File: src/rtl/ext_bus_initiator.sv
// ext_bus_initiator
// Initiator side of the DSP external bus: turns a single request/response
// handshake into a sequenced cs_n/re_n/we_n bus cycle with programmable
// setup, strobe and hold lengths. All bus outputs come straight from flops.
//
// Optional feature macro: BUSINIT_WAIT_EN
//   defined   -> responder wait_n stretches the strobe, with a timeout that
//                ends the cycle and flags rsp_err (reads return 16'hFFFF)
//   undefined -> wait_n is ignored, rsp_err is tied low, no timeout counter
//
// state  | meaning
// -------+--------------------------------------------------------------
// IDLE   | bus released, req_ready high, waiting for a request
// SETUP  | cs_n low, address (and write data) driven ahead of the strobe
// STROBE | re_n or we_n low; read data captured on the exit edge
// HOLD   | strobe high again, cs_n/ab/db still held
// TURN   | cs_n high, db released, rsp_valid pulse; may accept next request

module ext_bus_initiator #(
   parameter int SETUP_CYC   = 1,
   parameter int STROBE_CYC  = 3,
   parameter int HOLD_CYC    = 1,
   parameter int TIMEOUT_CYC = 255
) (
   input  logic        xclk,
   input  logic        reset,
   input  logic        req_valid,
   output logic        req_ready,
   input  logic        req_rnw,
   input  logic [7:0]  req_addr,
   input  logic [15:0] req_wdata,
   output logic        rsp_valid,
   output logic [15:0] rsp_rdata,
   output logic        rsp_err,
   output logic        cs_n,
   output logic        re_n,
   output logic        we_n,
   output logic [7:0]  ab,
   output logic [15:0] db_out,
   output logic        db_oe,
   input  logic [15:0] db_in,
   input  logic        wait_n
);

   typedef enum logic [2:0] {
      S_IDLE,
      S_SETUP,
      S_STROBE,
      S_HOLD,
      S_TURN
   } state_t;

   state_t      state;
   logic        lat_rnw;
   logic [3:0]  phase_cnt;
   logic [7:0]  strobe_cnt;
   logic        accept;
   logic        strobe_exit;
   logic        strobe_err;

   assign accept = req_valid & req_ready;

`ifdef BUSINIT_WAIT_EN
   logic [7:0]  timeout_cnt;
   logic        err_q;

   // Strobe ends once the minimum has elapsed and the responder is not
   // stalling, or when the total strobe budget is used up.
   always_comb begin
      strobe_exit = (strobe_cnt == 8'd0);
      strobe_err  = 1'b0;
      if ((strobe_cnt == 8'd0) && !wait_n) begin
         if (timeout_cnt == 8'd0) begin
            strobe_err = 1'b1;
         end else begin
            strobe_exit = 1'b0;
         end
      end
   end
`else
   logic        unused_cfg;

   // Without wait support the strobe length is fixed.
   always_comb begin
      strobe_exit = (strobe_cnt == 8'd0);
      strobe_err  = 1'b0;
   end

   assign rsp_err    = 1'b0;
   assign unused_cfg = ^{wait_n, 8'(TIMEOUT_CYC)};
`endif

   // Bus-cycle sequencer: state, phase counters and every registered output.
   // TURN already has cs_n high and db released, so a request taken there
   // goes straight to SETUP, giving exactly one cs_n-high cycle between
   // back-to-back transactions.
   always_ff @(posedge xclk or posedge reset) begin
      if (reset) begin
         state       <= S_IDLE;
         req_ready   <= 1'b0;
         lat_rnw     <= 1'b0;
         phase_cnt   <= 4'd0;
         strobe_cnt  <= 8'd0;
         cs_n        <= 1'b1;
         re_n        <= 1'b1;
         we_n        <= 1'b1;
         ab          <= 8'd0;
         db_out      <= 16'd0;
         db_oe       <= 1'b0;
         rsp_valid   <= 1'b0;
         rsp_rdata   <= 16'd0;
`ifdef BUSINIT_WAIT_EN
         timeout_cnt <= 8'd0;
         err_q       <= 1'b0;
         rsp_err     <= 1'b0;
`endif
      end else begin
         rsp_valid <= 1'b0;
         case (state)
            S_IDLE, S_TURN: begin
               if (accept) begin
                  state     <= S_SETUP;
                  req_ready <= 1'b0;
                  lat_rnw   <= req_rnw;
                  phase_cnt <= 4'(SETUP_CYC - 1);
                  cs_n      <= 1'b0;
                  ab        <= req_addr;
                  if (!req_rnw) begin
                     db_out <= req_wdata;
                     db_oe  <= 1'b1;
                  end
               end else begin
                  state     <= S_IDLE;
                  req_ready <= 1'b1;
               end
            end

            S_SETUP: begin
               if (phase_cnt == 4'd0) begin
                  state      <= S_STROBE;
                  strobe_cnt <= 8'(STROBE_CYC - 1);
`ifdef BUSINIT_WAIT_EN
                  timeout_cnt <= 8'(TIMEOUT_CYC - 1);
`endif
                  if (lat_rnw) begin
                     re_n <= 1'b0;
                  end else begin
                     we_n <= 1'b0;
                  end
               end else begin
                  phase_cnt <= phase_cnt - 4'd1;
               end
            end

            S_STROBE: begin
               if (strobe_exit) begin
                  state     <= S_HOLD;
                  phase_cnt <= 4'(HOLD_CYC - 1);
                  re_n      <= 1'b1;
                  we_n      <= 1'b1;
                  if (lat_rnw) begin
                     rsp_rdata <= strobe_err ? 16'hFFFF : db_in;
                  end
`ifdef BUSINIT_WAIT_EN
                  err_q <= strobe_err;
`endif
               end else begin
                  if (strobe_cnt != 8'd0) begin
                     strobe_cnt <= strobe_cnt - 8'd1;
                  end
`ifdef BUSINIT_WAIT_EN
                  timeout_cnt <= timeout_cnt - 8'd1;
`endif
               end
            end

            S_HOLD: begin
               if (phase_cnt == 4'd0) begin
                  state     <= S_TURN;
                  cs_n      <= 1'b1;
                  db_oe     <= 1'b0;
                  rsp_valid <= 1'b1;
                  req_ready <= 1'b1;
`ifdef BUSINIT_WAIT_EN
                  rsp_err   <= err_q;
`endif
               end else begin
                  phase_cnt <= phase_cnt - 4'd1;
               end
            end

            default: begin
               state <= S_IDLE;
            end
         endcase
      end
   end

endmodule
File: config.mk
export PLATFORM = sky130hd
export DESIGN_NAME = ext_bus_initiator
export DESIGN_NICKNAME = d
export VERILOG_FILES = /design/src/rtl/ext_bus_initiator.sv
export SDC_FILE = /design/constraint.sdc
export NUM_CORES = 1
export LEC_CHECK = 0
export BUFFER_PORTS_ARGS = -buffer_cell sky130_fd_sc_hd__buf_2
export CAP_MARGIN = 20
export CORE_MARGIN = 3
export CORE_UTILIZATION = 50
export DETAILED_ROUTE_END_ITERATION = 7
export PLACE_DENSITY = 0.87
export SLEW_MARGIN = 20
export SYNTH_ARGS = -nofsm -noshare
export SYNTH_HDL_FRONTEND = slang
export SYNTH_SLANG_ARGS = --single-unit
File: constraint.sdc
create_clock -name xclk -period 2.7 [get_ports xclk]
set_input_delay 0.27 -clock xclk [delete_from_list [all_inputs] [get_ports xclk]]
set_output_delay 0.27 -clock xclk [all_outputs]
set_load 0.01 [all_outputs]
== After elaboration in Yosys (flattened, before gate mapping) ==
Index checks and enable logic that the tools add are counted.

* Flip-flop bits (word level): 62
* Output and inout port bits: 47
* Input port bits: 45
* Word-level logic and storage cells: 82

* Reduce and logical (&&, ||, !) cells: 20
* Add/sub/neg operators: 2
* Equality and inequality tests: 14
* Multiplexer cells: 31
* Bitwise logic cells: 2

{| class="wikitable"
|+ Operator list
! cell !! number
|-
| $mux 8 || 3
|-
| $ne 2x2->1 const B || 10
|-
| $reduce_and 4->1 || 5
|-
| $pmux 8 s2 || 1
|-
| $mux 1 || 14
|-
| $mux 4 || 3
|-
| $pmux 3 s4 || 1
|-
| $pmux 4 s3 || 1
|-
| $reduce_and 3->1 || 4
|-
| $pmux 1 s2 || 5
|-
| $mux 3 || 3
|-
| $logic_not 8->1 || 1
|-
| $reduce_bool 8->1 || 1
|-
| $sub 8x1->8 const B || 1
|-
| $eq 3x2->1 const B || 2
|-
| $logic_not 4->1 || 1
|-
| $reduce_and 2->1 || 2
|-
| $reduce_bool 2->1 || 2
|-
| $reduce_or 2->1 || 2
|-
| $sub 4x1->4 const B || 1
|-
| $eq 3x1->1 const B || 1
|-
| $eq 3x3->1 const B || 1
|-
| $logic_not 3->1 || 1
|-
| $reduce_bool 3->1 || 1
|-
| other kinds (2) || 2
|}

== Longest topological paths before layout ==
Gate-level depths: netlist (run 1).

* Depth after elaboration: 4
* Depth in mapped cells: 7
* Gate-level depth less buffers: 7

== Worst setup path after synthesis (run 1) ==
No wires, ideal clock.

* Kind: reg2reg
* Start point: register strobe_cnt[0]
* End point: register rsp_rdata[10]
* Required time: 2575 ps
* Clock period less this slack: 1931 ps
* Arrival: 1806 ps
* Stages on the path, launching flop included: 8
* Buffers on the path: 1
* Setup slack: 769 ps
* Cells stage by stage: dfrtp_1 inv_1 ha_1 or4b_4 nor2_4 nand3_4 buf_6 mux2_4

* Cells in the longest elaborated chain, start to end: 2

{| class="wikitable"
|+ RTL lines
! item !! RTL line !! RTL
|-
| start: declaration || 56 || <nowiki>logic [7:0] strobe_cnt;</nowiki>
|-
| start signal: assignment || 141 || <nowiki>strobe_cnt <= 8'(STROBE_CYC - 1);</nowiki>
|-
| start signal: assignment || 169 || <nowiki>strobe_cnt <= strobe_cnt - 8'd1;</nowiki>
|-
| $logic_not 8->1 || 85 || <nowiki>strobe_exit = (strobe_cnt == 8'd0);</nowiki>
|-
| $reduce_and 3->1 (no source line) || -- ||
|-
| end signal: assignment || 162 || <nowiki>rsp_rdata <= strobe_err ? 16'hFFFF : db_in;</nowiki>
|-
| end: declaration || 33 || <nowiki>output logic [15:0] rsp_rdata,</nowiki>
|}

No other way between the ends.
A chain may end at the register's enable or synchronous reset.

== Worst setup path after layout (run 1) ==
* Start point: register strobe_cnt[0]
* End point: register rsp_rdata[14]

Same word-level chain as after synthesis.

==> results of run 1 <==
## how the worst max path moves through the flow
| stage | end | slack, ps |
|---|---|---|
| floorplan | rsp_rdata[10] | 770 |
| global placement | rsp_rdata[6] | 680 |
| detailed placement | rsp_rdata[14] | 620 |
| CTS | rsp_rdata[14] | 600 |
| global route | rsp_rdata[14] | 530 |
| finish | rsp_rdata[14] | 600 |
## what timing repair did
action                     4_1_cts  5_1_grt
setup endpoints to repair        0        0
hold buffers                     1        0
hold endpoints to repair        16        0
## through the flow
step                      total power [mW]  cells
after floorplan                       2.71    197
after global placement                3.20    353
after detailed placement              3.28    353
after CTS                             4.02    370
after global routing                  4.27    370
final                                 3.99    370
## synth_stat cells (all sizes together)
cell type	instances	area share
and4bb	1	0.0047
a21o	1	0.0028
dfrtp	59	0.55
nor2	11	0.018
or4b	1	0.0051
ha	3	0.014
a22o	2	0.0065
nand3	5	0.014
a211o	1	0.0037
a32oi	1	0.0033
xnor2	1	0.0033
nor3b	1	0.0070
nand2	11	0.015
o21ai	7	0.014
nand4b	1	0.0033
nor4bb	1	0.0037
inv	10	0.014
nand4	1	0.0023
nand4bb	1	0.0042
or4	2	0.0056
nor2b	3	0.0070
nand2b	1	0.0023
a21oi	5	0.0093
o21a	1	0.0056
dfstp	3	0.029
and3	1	0.0028
mux2	41	0.19
nor4	1	0.0023
clkbuf	2	0.0033
mux2i	4	0.015
nor3	4	0.012
conb	1	0.0014
or3	1	0.0028
o21ba	1	0.0037
o31ai	3	0.0084
buf	4	0.012
## registers in the layout, indices dropped and copies added (netlist names)
register    cells
db_out         16
rsp_rdata      16
ab              8
strobe_cnt      8
phase_cnt       4
state           3
cs_n            1
db_oe           1
lat_rnw         1
re_n            1
req_ready       1
rsp_valid       1
we_n            1
## logic make-up (layout without fill, tap and decap cells)
logic type / Yosys count / after routing / synth area share
and+or+nand+nor: 47 / 47 / 0.113
DFF: 62 / 62 / 0.581
xor gates and xnor gates: 1 / 1 / 0.00327
buffers and inverters: 16 / 119 / 0.0290
adders and majority gates: 3 / 3 / 0.0140
other: 1 / 1 / 0.00140
AOI/OAI and AO/OA: 22 / 22 / 0.0579
muxes: 45 / 45 / 0.201
## routing by layer
layer / global-route usage / vias up / routed length (µm)
met5: 0 / - / 0
met4: 0.0704 / 0 / 114
met3: 0.0862 / 11 / 413
met2: 0.303 / 66 / 2810
met1: 0.205 / 961 / 2100
li1: - / 892 / -
## area by class of cell
cell class / count / share of cell area
Clock buffer: 12 / 0.0459
Clock inverter: 4 / 0.00666
Inverter: 10 / 0.0111
Multi-Input combinational cell: 119 / 0.309
Sequential cell: 62 / 0.460
Tap cell: 70 / 0.0259
Timing Repair Buffer: 93 / 0.141
## worst max-delay path, cell delays in order, from the launching register on
cell     delay [ps]
dfrtp_1         420
inv_1           120
ha_1            160
or4b_4          500
nor2_4          140
nand3_4         260
mux2_4          390
## report_power, final
| group | leakage, nW | total [mW] | internal, mW | switching [mW] |
|---|---|---|---|---|
| logic | 0.863 | 1.60 | 0.814 | 0.782 |
| registers | 0.746 | 1.68 | 1.38 | 0.300 |
| clock network | 0.0921 | 0.712 | 0.378 | 0.334 |
==> flow_summary.json, run 1 <==
{
  "status": "finished clean",
  "r2r-end": "rsp_rdata[14]",
  "placementRows": 26,
  "final-seq-area_mm2": 0.00156,
  "cts_tree": "built",
  "place_area_mm2": 0.00319,
  "numClockSinks": 62,
  "fin_crit_ps": 2100,
  "final.setup_skew_ps": 8.09,
  "io_pins": 92,
  "fin_crit_sh": 0.777,
  "chipWidth_um": 79.2,
  "cts_buffers": 9,
  "power.leakage_nw": 1.70,
  "grt_pass1_vias": 1997,
  "port_buffers": 89,
  "path_class": "reg -> reg",
  "cts-root-buf": "clkbuf_8",
  "vdd_drop_max_v": 0.000805,
  "fin_area_mm2": 0.00338,
  "min_from": "db_in[11]",
  "h-tree-depth": 3,
  "routed_via_density": 5.22,
  "drtAntennaViolNets": 0,
  "ys_ff_latch": 62,
  "cp-start-kind": "register",
  "die_height_um": 79.2,
  "dp.final_hpwl_mm": 3.94,
  "setup_tns_ps": 0,
  "fin_ws_ps": 601,
  "syn_avg_cell_area_um2": 13.6,
  "ys.warnings.count": 0,
  "grt.overflow.total": 0,
  "multi_input_area_mm2": 0.00105,
  "fp.coreArea_mm2": 0.00514,
  "syn_nets": 245,
  "hold_path_class": "in -> reg",
  "syn_to_final_growth_pct": 26.2,
  "layout.nets": 343,
  "clockBufferDepth": 2,
  "firstDrtPassIters": 5,
  "fillers": 400,
  "vias": 1930,
  "crit_arrival_ps": 2330,
  "synth_area_mm2": 0.00268,
  "post_cts_buffers": 0,
  "synth_cell_type_count": 45,
  "initial_utilization": 0.521,
  "post_drt_wl_per_cell_um": 14.7,
  "drc_errors": 0,
  "holdPathEnd": "rsp_rdata[11]",
  "whs_ps": 156,
  "r2r_start": "strobe_cnt[0]",
  "gp_congestion": 0.824,
  "drv.max_cap_violation_count": 0,
  "dpl_worst_slack_ps": 622,
  "p_per_area_mw_per_mm2": 1180,
  "ys_seq_area_frac": 0.581,
  "grt_max_degree": 26,
  "antenna_found_initial": 0,
  "grt_pass1_wl_mm": 8.73,
  "wl_mm": 5.44,
  "startpoint": "strobe_cnt[0]",
  "cts.clk_slew.worst_paths_ps": 70,
  "slew_viol_final": 0,
  "drive_gt1_frac": 0.547,
  "rsz0062_at_grt": "false",
  "final_common_cell": "buf_2",
  "drtIter0Drc": 31,
  "worstHoldPathCells": 2,
  "post_cts_resized": 0,
  "diodes": 0,
  "final_util": 0.658,
  "worstSetupEndpointType": "register",
  "clock_latency_ps": 340,
  "final_cell_mix": "buf_2 (89), dfrtp_1 (59), mux2_2 (31)",
  "fmax_mhz": 476,
  "finalSetupViolations": 0,
  "synth_cells": 197,
  "rr_worst_depth": 6,
  "regToRegSetupSlack_ps": 600,
  "cp.required_ps": 2930,
  "grt_usage": 0.183,
  "finalHoldViolations": 0,
  "design.die.area_mm2": 0.00627,
  "path_max_fanout": 16
}
(Power assumes the default switching activity.)
==> run 2, diff against run 1 <==
--- a/config.mk
+++ b/config.mk
@@ -5,12 +5,13 @@
 export SDC_FILE = /design/constraint.sdc
 export NUM_CORES = 1
 export LEC_CHECK = 0
+export ABC_AREA = 1
 export BUFFER_PORTS_ARGS = -buffer_cell sky130_fd_sc_hd__buf_2
 export CAP_MARGIN = 20
 export CORE_MARGIN = 3
 export CORE_UTILIZATION = 50
 export DETAILED_ROUTE_END_ITERATION = 7
-export PLACE_DENSITY = 0.87
+export PLACE_DENSITY = 0.86
 export SLEW_MARGIN = 20
 export SYNTH_ARGS = -nofsm -noshare
 export SYNTH_HDL_FRONTEND = slang
==> constraint.sdc (replaced) <==
create_clock -name xclk -period 2.2 [get_ports xclk]
set_input_delay 0.22 -clock xclk [delete_from_list [all_inputs] [get_ports xclk]]
set_output_delay 0.22 -clock xclk [all_outputs]
set_load 0.01 [all_outputs]
==> run 2 against run 1 <==
Effect of this change: utilization rose by 0.26 points; fmax rose by 20%; count of clock-buffer cells in the layout fell by 1; global-route usage rose by 2.9 points; sequential cell count did not move; highest routed layer unchanged.
==> flow_summary.json, run 2 <==
{
  "firstDrtPassIters": 4,
  "top_regs": "db_out: 16 flops, rsp_rdata: 16 flops",
  "crit_arrival_ps": 1960,
  "min_from": "req_addr[5]",
  "p_per_area_mw_per_mm2": 1440,
  "grt_pass1_wl_mm": 10.4,
  "ys.warnings.count": 0,
  "ys_async_sr_fraction": 1.00,
  "syn_nets": 377,
  "ys_ff_latch": 62,
  "layout.nets": 475,
  "path_class": "reg -> reg",
  "r2r_start": "phase_cnt[0]",
  "clockBufferDepth": 2,
  "rsz0062_at_grt": "false",
  "netlist.top_cell.by_area": "dfrtp_1",
  "slew_viol_final": 0,
  "port_buffers": 89,
  "drtAntennaViolNets": 0,
  "die_height_um": 79.7,
  "syn_to_final_growth_pct": 25.7,
  "clock_latency_ps": 340,
  "drv.max_cap_violation_count": 0,
  "yosysMostFrequentCell": "nand2_1",
  "setup_tns_ps": 0,
  "h-tree-depth": 3,
  "drc_errors": 0,
  "synth_cells": 329,
  "synth-main-ff-cell": "dfrtp_1",
  "synth_top_area_frac": 0.543,
  "power_mw": 4.93,
  "finalSetupViolations": 0,
  "synth_common_cells": "nand2_1 (143), dfrtp_1 (59), inv_1 (37)",
  "synth_edf_count": 0,
  "initial_utilization": 0.526,
  "power.leakage_nw": 2.04,
  "grt_max_degree": 33,
  "grt.overflow.total": 0,
  "gp_congestion": 0.835,
  "finalHoldViolations": 0,
  "cp-start-kind": "register",
  "fp.coreArea_mm2": 0.00517,
  "wl_mm": 5.99,
  "startpoint": "phase_cnt[0]",
  "final_common_cell": "nand2_1",
  "cts_tree": "built",
  "numClockSinks": 62,
  "dp.final_hpwl_mm": 4.20,
  "grt_usage": 0.212,
  "chipWidth_um": 79.7,
  "fmax_mhz": 571,
  "cp.required_ps": 2410,
  "final.setup_skew_ps": 8.12,
  "syn_avg_cell_area_um2": 8.26,
  "fin_crit_ps": 1750,
  "synth_area_mm2": 0.00272,
  "io_pins": 92,
  "worstSetupEndpointType": "register",
  "synth_area_leaders": "dfrtp_1 (54%), nand2_1 (20%), inv_1 (5.1%), o21ai_0 (3.3%), nor2_1 (3.0%)",
  "antenna_found_initial": 0,
  "vias": 2385,
  "post_cts_resized": 0,
  "cts.clk_slew.worst_paths_ps": 60,
  "cts-root-buf": "clkbuf_8",
  "vdd_drop_max_v": 0.000766,
  "cts_buffers": 9,
  "grt_pass1_vias": 2390,
  "placementRows": 26,
  "drtIter0Drc": 91,
  "synth_cell_type_count": 24,
  "path_max_fanout": 11,
  "design.die.area_mm2": 0.00636,
  "final_cell_mix": "nand2_1 (143), buf_2 (89), dfrtp_1 (59)",
  "hold_path_class": "in -> reg",
  "ys_seq_area_frac": 0.572,
  "diodes": 0,
  "status": "finished clean",
  "post_drt_wl_per_cell_um": 12.0,
  "drive_gt1_frac": 0.277,
  "fin_crit_sh": 0.795,
  "routed_via_density": 4.78
}
==> run 2: timing repair <==
action                    4_1_cts  5_1_grt
hold buffers                    1        0
hold endpoints to repair       21        0
buffers inserted                0        0
==> run 2: cell type report <==
type / instances / area, µm²
Clock buffer: 11 / 151
Clock inverter: 2 / 10.0
Fill cell: 400 / 1760
Inverter: 39 / 146
Multi-Input combinational cell: 219 / 966
Sequential cell: 62 / 1560
Tap cell: 70 / 87.6
Timing Repair Buffer: 96 / 500
==> run 2: final timing paths <==
| kind | endpoint | slack [ps] | cells after the start |
|---|---|---|---|
| min in group asynchronous | db_out[6] | 460 | 3 |
| worst max-delay path | strobe_cnt[1] | 450 | 9 |
| worst min-delay path | ab[5] | 80 | 3 |
| worst max register to register | strobe_cnt[1] | 450 | 9 |
| worst min register to register | we_n | 460 | 2 |
| max in group asynchronous | we_n | 1040 | 4 |
==> run 2: metal layers <==
metal / wire [µm] / part of all wire / vias to the layer above / track usage
li1: - / - / 1189 / -
met1: 2390 / 0.40 / 1105 / 0.245
met2: 3140 / 0.52 / 76 / 0.378
met3: 343 / 0.057 / 15 / 0.0474
met4: 121 / 0.020 / 0 / 0.0895
met5: 0 / 0 / - / 0
==> run 2: cells by family (layout without fill, tap and decap cells) <==
| logic type | after synthesis | after routing | share of synthesized area |
|---|---|---|---|
| other cells | 1 | 1 | 0.00138 |
| compound gates | 25 | 25 | 0.0497 |
| simple gates | 186 | 186 | 0.277 |
| flops | 62 | 62 | 0.572 |
| buf+inv | 48 | 148 | 0.0727 |
| fa+ha+maj | 3 | 3 | 0.0138 |
| xor+xnor | 4 | 4 | 0.0129 |
==> run 2: power by group <==
part	switching, mW	internal (mW)	total, mW
Combinational	1.28	0.800	2.08
Clock	0.401	0.447	0.848
Sequential	0.325	1.67	2.00
==> run 2: critical path, stage by stage, from the launching register on <==
cell	delay, ps
dfrtp_1	400
inv_1	100
ha_1	220
nand2_1	70
nor2_1	170
nand2_1	80
nand2_1	100
nand2_1	260
nand2_1	170
o21ai_2	60
==> run 2: stage by stage <==
step | instance area [µm²] | setup slack (ps) | std cells | hold WS, ps | utilization
after floorplan | 2720 | 444 | 329 | 337 | -
after global placement | 3250 | 585 | 485 | 256 | 0.627
after detailed placement | 3250 | 534 | 485 | 258 | 0.627
after CTS | 3420 | 449 | 499 | 74.4 | 0.661
after global routing | 3420 | 283 | 499 | 81.7 | 0.661
final | 3420 | 450 | 499 | 80.4 | 0.661
